<file path="config.mk">
export PLATFORM = sky130hd
export DESIGN_NAME = ft_read_flat
export DESIGN_NICKNAME = d
export VERILOG_FILES = /design/src/rtl/ft_read_if.sv /design/src/rtl/ft_read.sv /design/src/flat_wrapper.sv
export SDC_FILE = /design/constraint.sdc
export NUM_CORES = 1
export LEC_CHECK = 0
export ABC_AREA = 1
export BUFFER_PORTS_ARGS = -buffer_cell sky130_fd_sc_hd__buf_2
export CAP_MARGIN = 25
export CORE_MARGIN = 2
export CORE_UTILIZATION = 32
export CTS_BUF_LIST = sky130_fd_sc_hd__clkbuf_4 sky130_fd_sc_hd__clkbuf_8
export CTS_CLUSTER_SIZE = 16
export DETAILED_ROUTE_END_ITERATION = 7
export GPL_ROUTABILITY_DRIVEN = 0
export GPL_TIMING_DRIVEN = 1
export HOLD_SLACK_MARGIN = 0.12
export PLACE_DENSITY = 0.6
export SLEW_MARGIN = 20
export SYNTH_ARGS = -nofsm -noshare
export SYNTH_HDL_FRONTEND = slang
export SYNTH_SLANG_ARGS = --single-unit
</file>
<file path="constraint.sdc">
create_clock -name clock -period 2.2 [get_ports clock]
set_input_delay 0.33 -clock clock [delete_from_list [all_inputs] [get_ports clock]]
set_output_delay 0.33 -clock clock [all_outputs]
set_load 0.005 [all_outputs]
</file>
<file path="src/rtl/ft_read_if.sv">
// ft_read_if: USB FIFO read pins plus the byte-stream valid/ready handshake.
// Revision: 1.0
`default_nettype none

interface ft_read_if;
  logic       io_RXF_N;
  logic [7:0] io_Data;
  logic       io_RD_N;
  logic       io_Handshaking_valid;
  logic       io_Handshaking_ready;
  logic [7:0] io_Handshaking_bits;

  modport master (
    input  io_RXF_N,
    input  io_Data,
    output io_RD_N,
    output io_Handshaking_valid,
    input  io_Handshaking_ready,
    output io_Handshaking_bits
  );

  modport slave (
    output io_RXF_N,
    output io_Data,
    input  io_RD_N,
    input  io_Handshaking_valid,
    output io_Handshaking_ready,
    input  io_Handshaking_bits
  );
endinterface

`default_nettype wire

</file>
<file path="src/rtl/ft_read.sv">
// ft_read: strobes bytes out of a USB FIFO chip into a first-word fall-through buffer.
// Revision: 1.0
`default_nettype none

module ft_read #(
  parameter int RD_PULSE = 3,
  parameter int RD_GAP   = 2,
  parameter int DEPTH    = 4
) (
  input  logic     clock,
  input  logic     reset,
  ft_read_if.master bus
);

  localparam int AW = (DEPTH > 1) ? $clog2(DEPTH) : 1;
  localparam logic [AW:0] DEPTH_C    = (AW + 1)'(DEPTH);
  localparam logic [3:0]  PULSE_LOAD = 4'(RD_PULSE - 1);
  localparam logic [3:0]  GAP_LOAD   = 4'(RD_GAP - 1);

  typedef enum logic [1:0] {
    IDLE   = 2'd0,
    STROBE = 2'd1,
    GAP    = 2'd2
  } state_t;

  state_t        state_q, state_d;
  logic [3:0]    timer_q, timer_d;
  logic          rd_n_q, rd_n_d;
  logic          rxf_meta_q, rxf_meta_d;
  logic          rxf_s_q, rxf_s_d;
  logic [AW-1:0] wr_ptr_q, wr_ptr_d;
  logic [AW-1:0] rd_ptr_q, rd_ptr_d;
  logic [AW:0]   count_q, count_d;
  logic [7:0]    mem_q [DEPTH];
  logic [7:0]    mem_d [DEPTH];
  logic          push;
  logic          pop;

  always_comb begin
    state_d    = state_q;
    timer_d    = timer_q;
    rd_n_d     = rd_n_q;
    rxf_meta_d = bus.io_RXF_N;
    rxf_s_d    = rxf_meta_q;
    wr_ptr_d   = wr_ptr_q;
    rd_ptr_d   = rd_ptr_q;
    count_d    = count_q;
    mem_d      = mem_q;
    push       = 1'b0;
    pop        = (count_q != '0) && bus.io_Handshaking_ready;

    // A read is only launched with a free slot, so the captured byte always has a home.
    case (state_q)
      IDLE: begin
        rd_n_d = 1'b1;
        if (!rxf_s_q && (count_q < DEPTH_C)) begin
          state_d = STROBE;
          timer_d = PULSE_LOAD;
          rd_n_d  = 1'b0;
        end
      end
      STROBE: begin
        if (timer_q == '0) begin
          push    = 1'b1;
          rd_n_d  = 1'b1;
          state_d = GAP;
          timer_d = GAP_LOAD;
        end else begin
          timer_d = timer_q - 4'd1;
        end
      end
      GAP: begin
        if (timer_q == '0) begin
          state_d = IDLE;
        end else begin
          timer_d = timer_q - 4'd1;
        end
      end
      default: begin
        state_d = IDLE;
        rd_n_d  = 1'b1;
      end
    endcase

    if (push) begin
      mem_d[wr_ptr_q] = bus.io_Data;
      wr_ptr_d        = wr_ptr_q + 1'b1;
    end
    if (pop) begin
      rd_ptr_d = rd_ptr_q + 1'b1;
    end
    case ({push, pop})
      2'b10:   count_d = count_q + 1'b1;
      2'b01:   count_d = count_q - 1'b1;
      default: count_d = count_q;
    endcase
  end

  always_ff @(posedge clock) begin
    if (!reset) begin
      state_q    <= IDLE;
      timer_q    <= '0;
      rd_n_q     <= 1'b1;
      rxf_meta_q <= 1'b1;
      rxf_s_q    <= 1'b1;
      wr_ptr_q   <= '0;
      rd_ptr_q   <= '0;
      count_q    <= '0;
      for (int i = 0; i < DEPTH; i++) begin
        mem_q[i] <= '0;
      end
    end else begin
      state_q    <= state_d;
      timer_q    <= timer_d;
      rd_n_q     <= rd_n_d;
      rxf_meta_q <= rxf_meta_d;
      rxf_s_q    <= rxf_s_d;
      wr_ptr_q   <= wr_ptr_d;
      rd_ptr_q   <= rd_ptr_d;
      count_q    <= count_d;
      for (int i = 0; i < DEPTH; i++) begin
        mem_q[i] <= mem_d[i];
      end
    end
  end

  assign bus.io_RD_N              = rd_n_q;
  assign bus.io_Handshaking_valid = (count_q != '0);
  assign bus.io_Handshaking_bits  = mem_q[rd_ptr_q];

endmodule

`default_nettype wire

</file>
<file path="src/flat_wrapper.sv">
// flat-port wrapper written by rule: the top's interface ports become plain ports
module ft_read_flat 
#(
  parameter int RD_PULSE = 3,
  parameter int RD_GAP   = 2,
  parameter int DEPTH    = 4
)
  (clock, reset, bus_io_RXF_N, bus_io_Data, bus_io_RD_N, bus_io_Handshaking_valid, bus_io_Handshaking_ready, bus_io_Handshaking_bits);
  ft_read_if bus_i ();
  input  logic clock;
  input  logic reset;
  input wire logic [$bits(bus_i.io_RXF_N)-1:0] bus_io_RXF_N;
  input wire logic [$bits(bus_i.io_Data)-1:0] bus_io_Data;
  output wire logic [$bits(bus_i.io_RD_N)-1:0] bus_io_RD_N;
  output wire logic [$bits(bus_i.io_Handshaking_valid)-1:0] bus_io_Handshaking_valid;
  input wire logic [$bits(bus_i.io_Handshaking_ready)-1:0] bus_io_Handshaking_ready;
  output wire logic [$bits(bus_i.io_Handshaking_bits)-1:0] bus_io_Handshaking_bits;
  assign bus_i.io_RXF_N = bus_io_RXF_N;
  assign bus_i.io_Data = bus_io_Data;
  assign bus_io_RD_N = bus_i.io_RD_N;
  assign bus_io_Handshaking_valid = bus_i.io_Handshaking_valid;
  assign bus_i.io_Handshaking_ready = bus_io_Handshaking_ready;
  assign bus_io_Handshaking_bits = bus_i.io_Handshaking_bits;
  ft_read #(.RD_PULSE(RD_PULSE), .RD_GAP(RD_GAP), .DEPTH(DEPTH)) u_core (.clock(clock), .reset(reset), .bus(bus_i));
endmodule
</file>
# Word-level counts from Yosys, hierarchy flattened
# Cells that the tools add are included.
# Widths: inputs -> output; s select.
dict set report totals {
  regBits 48
  latchBits 0
  ramBits 0
  romBits 0
  inputBits 12
  out_inout_bits 10
  memories 0
}
dict set report op_classes {
  addsub 5
  multipliers 0
  div 0
  order_cmp 4
  eq_ne 8
  shift 0
  n_mux 20
  n_bitwise 3
  reduce_logical 12
}
# operator n
set op_table {}
lappend op_table {{$bwmux 32} 1}
lappend op_table {{$mux 8} 3}
lappend op_table {{$bmux 8 s2} 1}
lappend op_table {{$demux 8 s2} 1}
lappend op_table {{$mux 4} 3}
lappend op_table {{$pmux 4 s3} 1}
lappend op_table {{$ge 3x3->1 const B} 2}
lappend op_table {{$mux 2} 3}
lappend op_table {{$ne 2x1->1 const B} 3}
lappend op_table {{$not 2->3} 2}
lappend op_table {{$pmux 2 s3} 1}
lappend op_table {{$pmux 3 s2} 1}
lappend op_table {{$reduce_and 3->1} 2}
lappend op_table {{$reduce_bool 3->1} 2}
lappend op_table {{$add 2x1->2 const B} 2}
lappend op_table {{$eq 2x1->1 const B} 2}
lappend op_table {{$eq 2x2->1 const B} 2}
lappend op_table {{$logic_not 4->1} 1}
lappend op_table {{$mux 1} 4}
lappend op_table {{$sub 4x1->4 const B} 1}
lappend op_table {{$add 3x1->3 const B} 1}
lappend op_table {{$logic_and 1x1->1} 3}
lappend op_table {{$lt 3x1->1 const B} 1}
lappend op_table {{$lt 3x3->1 const B} 1}
lappend op_table {{other kinds (8)} 8}

# Depth between registers and ports, before layout
dict set report depth {
  depth_word 6
  ltp_mapped 12
}

# Worst setup path after synthesis
# Ideal clock, no wire load.
dict set report synth_timing {
  path_type {flip-flop to flip-flop}
  from {reg u_core.state_q[1]}
  to {reg u_core.count_q[2]}
  setup_time_ns 0.070
  arrival_time_ns 1.774
  required_ns 2.130
  slack_ns 0.357
  path_stages_with_launch 12
  n_path_buf 0
  cell_sequence {dfxtp_1 inv_1 ha_1 nand3_4 ha_1 inv_1 fa_1 nor2_1 nor2_1 nand2_1 o21ai_0 a21oi_1}
}
dict set report synth_via {
  elab_chain_cells 4
  elab_cells_between_ends 6
  cone_classes {3 x eq/ne; 2 x mux; 1 x reduce/logical}
}
# item line_no
set synth_rtl {}
lappend synth_rtl {{start: declaration} ft_read.sv:26} ;# state_t state_q, state_d;
lappend synth_rtl {{start signal: assignment} ft_read.sv:113} ;# state_q <= state_d;
lappend synth_rtl {{$eq 2x1->1 *} ft_read.sv:53} ;# case (state_q)
lappend synth_rtl {{$mux 1 *} ft_read.sv:53}
lappend synth_rtl {{$eq 2x1->1 / $eq 2x2->1 (equally long branches)} ft_read.sv:92} ;# case ({push, pop})
lappend synth_rtl {{$pmux 3 s2 / $reduce_bool 2->1 (equally long branches)} n/a}
lappend synth_rtl {{end signal: assignment} ft_read.sv:120} ;# count_q <= count_d;
lappend synth_rtl {{end: declaration} ft_read.sv:33} ;# logic [AW:0] count_q, count_d;
# Mark *: on every way between the ends. The rest lies on a longest branch, timed or not.
# A chain may end at the register's enable or synchronous reset.

# Final worst setup path
dict set report layout_timing {
  from {reg u_core.rd_ptr_q[1]}
  to {out bus_io_Handshaking_bits[4]}
}
dict set report layout_via {
  elab_chain_cells 4
}
# item line_no
set layout_rtl {}
lappend layout_rtl {{start: declaration} ft_read.sv:32} ;# logic [AW-1:0] rd_ptr_q, rd_ptr_d;
lappend layout_rtl {{start signal: assignment} ft_read.sv:119} ;# rd_ptr_q <= rd_ptr_d;
lappend layout_rtl {{$not 2->3 (not written as such)} ft_read.sv:129} ;# assign bus.io_Handshaking_bits = mem_q[rd_ptr_q];
lappend layout_rtl {{$bmux 8 s2} ft_read.sv:129}
lappend layout_rtl {{$mux 8 (not written as such) (2 in a row)} ft_read.sv:129}
lappend layout_rtl {{end: declaration} flat_wrapper.sv:17} ;# output wire logic [$bits(bus_i.io_Handshaking_bits)-1:0] bus_io_Handshaking_bits;
# Every way passes these cells. The select of a mux whose other input is x is not followed.

==> results.txt <==
----------------------------------------------------
[Outcome]
  Run status ... finished, final reports clean

[Power]
  Maximum vdd drop ... between 0.0003 and 0.0004 V
  Standby leakage power ... ~1.2 nW
  Power density relative to cell area ... a little under 900 mW/mm^2

[Clock tree]
  Source-to-sink clock delay at the later pin of the worst-skew pair ... about 0.31 ns
  Number of buffers added by the clock tree synthesis step ... 5
  TritonCTS clock tree ... built
  Clock transition at the register clock pins on the worst setup and hold paths after CTS ... roughly 0.09 ns
  Clock tree root driver cell ... clkbuf_8
  Worst-case clock buffer depth ... 2
  Number of sinks driven by the clock tree ... 48
  Post-cts hold buffer count ... 0
  Max H-tree Level ... 2

[Die]
  Die area ... approximately 0.0078 sq mm
  I/O Pins ... 22
  Floorplan Core Area ... approximately 0.007 sq mm
  Die boundary height ... 88.1 microns
  Chip width ... just under 90 microns
  Number of rows created at floorplan ... 30
  Starting density of the core ... 0.331

[Route]
  Highest Signal Layer ... met4
  Sum of routed wire segments on met1 ... approximately 2500 microns
  DRC Markers ... 0
  Routed vias ... between 2000 and 2500
  DR pass1 iterations ... 5
  Average detailed-routed wire length per instance ... 12.0 microns
  Remaining antenna violation count after routing ... 0
  Wirelength, routed ... ~5200 microns
  Initial DRC Count ... ~150
  Met2 WL post-DR ... roughly 2300 microns
  DR WL met3 ... between 400 and 500 microns
  Ratio of routed vias to standard cells ... approximately 4.7

[Logic synthesis]
  Post-Synthesis Net Count ... roughly 340
  Gate count of the mapped netlist ... approximately 320
  Register bit count reported by yosys ... 48
  Share of synthesized flip-flops with an asynchronous set or reset ... 0
  Count of different cell masters after synthesis ... 21
  Seq/Total Area, Yosys ... 0.425
  Biggest area contributors in the synthesized netlist ... dfxtp_1 42%, nor2_1 15%, o21ai_0 13%, ha_1 6.1%, inv_1 4.6%
  Share of the synthesized area in the top cell type ... 0.425
  Post-Syn Area ... 0.00226 sq mm
  Most numerous cell in the Yosys netlist ... nor2_1
  Number of synthesized flops with an enable pin ... 0
  Number of warning messages in the yosys log ... 0
  Synth Flop Type ... dfxtp_1
  Post-synthesis cell type with the largest combined area ... dfxtp_1
  Average size of a mapped cell ... 7.18 sq um
  Top post-synthesis cells by count ... 89 x nor2_1, 57 x o21ai_0, 48 x dfxtp_1

[Timing]
  Finish-stage setup viols ... 0
  Fin Setup TNS ... 0 ns
  Min Clock Period, post-route ... between 1.5 and 2 ns
  Final Hold Violating Endpoints ... 0
  Tightest slew margin relative to the limit ... 0.731
  Least setup slack across all paths after layout ... ~0.32 ns
  Maximum clock frequency ... roughly 0.53 GHz
  Worst setup skew after layout ... about 0.016 ns
  Least-Margin Pin Slew ... 0.403 ns
  Number of slew-limit violations in the final report ... 0
  RSZ-0062 raised after global routing ... no
  Final period utilization ... 0.854

[Worst hold path]
  Class of the worst hold path ... primary input to flop

[Global route]
  Via count of the first global-routing pass ... about 1900
  Global-route wire length before repair ... around 9000 microns
  Total global-route track usage ... 0.151
  Overall overflow remaining after global route ... 0
  Largest net degree at the start of global routing ... 39
  Antenna violations before repair ... 0

[Worst setup path]
  Worst Path Required ... approximately 1.9 ns
  Worst-path maximum fanout ... 11
  Worst Setup Start Kind ... flop
  CP Capture Type ... primary output
  Crit path buf inv count ... 2
  Kind of cell adding the most delay to the critical path ... flip-flops
  Critical Path Max Stage Delay ... between 0.5 and 0.6 ns
  Crit path arrival time ... around 1.6 ns
  Cells traversed along the worst timing path ... inv_1 > o21ai_0 > o22ai_1 > buf_2
  Critical Setup Path Class ... flop to primary output
  Crit path max-delay cell type ... dfxtp_1

[Placement]
  Place WS ... approximately 0.4 ns
  HPWL Detailed ... 3510 microns
  I/O Buffers ... 21

[Final layout]
  Final-stage net count ... around 360
  Share of cells above drive strength 1 ... 0.133
  Number of antenna cells inserted ... 0
  Multi-input combinational cell area ... 0.00114 sq mm
  Area delta synth->final ... 14.8%
  Area used by sequential logic in the layout ... 961 sq um
  Number of filler instances in the final layout ... 740

[Flow run]
  Maxcap violations ... 0

----------------------------------------------------
==> kinds of logic after synthesis <==
logic type | share of synthesized area
and+or+nand+nor | 0.254
AOI/OAI and AO/OA | 0.183
DFF | 0.425
buffers and inverters | 0.0691
adders and majority gates | 0.0697
==> where the power goes <==
group	internal (mW)	leakage, nW	switching (mW)
Clock	0.343	0.0583	0.315
Combinational	0.242	0.715	0.397
Sequential	0.927	0.389	0.0450
==> layout make-up <==
type / count / area share
multi-input combinational: 226 / 0.441
sequential: 48 / 0.370
timing repair buffer: 24 / 0.0491
inverter: 33 / 0.0491
tap: 96 / 0.0462
clock buffer: 5 / 0.0265
clock inverter: 3 / 0.0183
==> layer usage <==
layer / up-vias / track usage
met5: - / 0
met4: 0 / 0.0441
met3: 6 / 0.0283
met2: 64 / 0.239
met1: 892 / 0.210
li1: 1063 / -
==> sequential cells by signal, summed over array words and instances (netlist names) <==
name / cells
u_core.wr_ptr_q: 2
u_core.rd_ptr_q: 2
u_core.state_q: 2
u_core.bus.io_RD_N: 1
u_core.mem_q: 32
u_core.count_q: 3
u_core.rxf_meta_q: 1
u_core.timer_q: 4
u_core.rxf_s_q: 1
==> layout by cell type, fill, tap and decap left out, types with 2 or more instances in the layout <==
cell	instances
ha_1	11
nand3_1	7
nand2_1	28
clkinv_4	2
a21oi_1	13
dfxtp_1	48
clkbuf_8	5
inv_2	4
buf_2	21
nor2_4	5
inv_1	28
o22ai_1	8
o21ai_0	57
nor2_1	89
or2_2	2
buf_4	3
==> what timing repair did <==
item,in CTS,in global routing
setup endpoints to repair,0,1
resized for setup,0,1
setup buffers,0,0
==> per-stage QoR <==
stage | power, mW | area (sq um) | cells | util | hold WS, ns
after detailed placement | 1.63 | 2480 | 427 | 0.363 | 0.398
after floorplan | 1.41 | 2260 | 315 | - | 0.393
after CTS | 2.29 | 2590 | 435 | 0.380 | 0.201
after global placement | 1.63 | 2480 | 427 | 0.363 | 0.395
final | 2.27 | 2600 | 435 | 0.380 | 0.210
after global routing | 2.43 | 2600 | 435 | 0.380 | 0.206
==> path summary, 6_finish.rpt <==
path	start	endpoint	slack (ns)	cells after the start
setup / recovery	u_core.rd_ptr_q[1]	bus_io_Handshaking_bits[4]	0.32	4
hold / removal	bus_io_RXF_N	u_core.rxf_meta_q	0.21	2
setup reg to reg	u_core.state_q[1]	u_core.count_q[2]	0.36	11
hold reg to reg	u_core.rxf_meta_q	u_core.rxf_s_q	0.42	1
No activity file was read; power rests on OpenSTA's default activity.
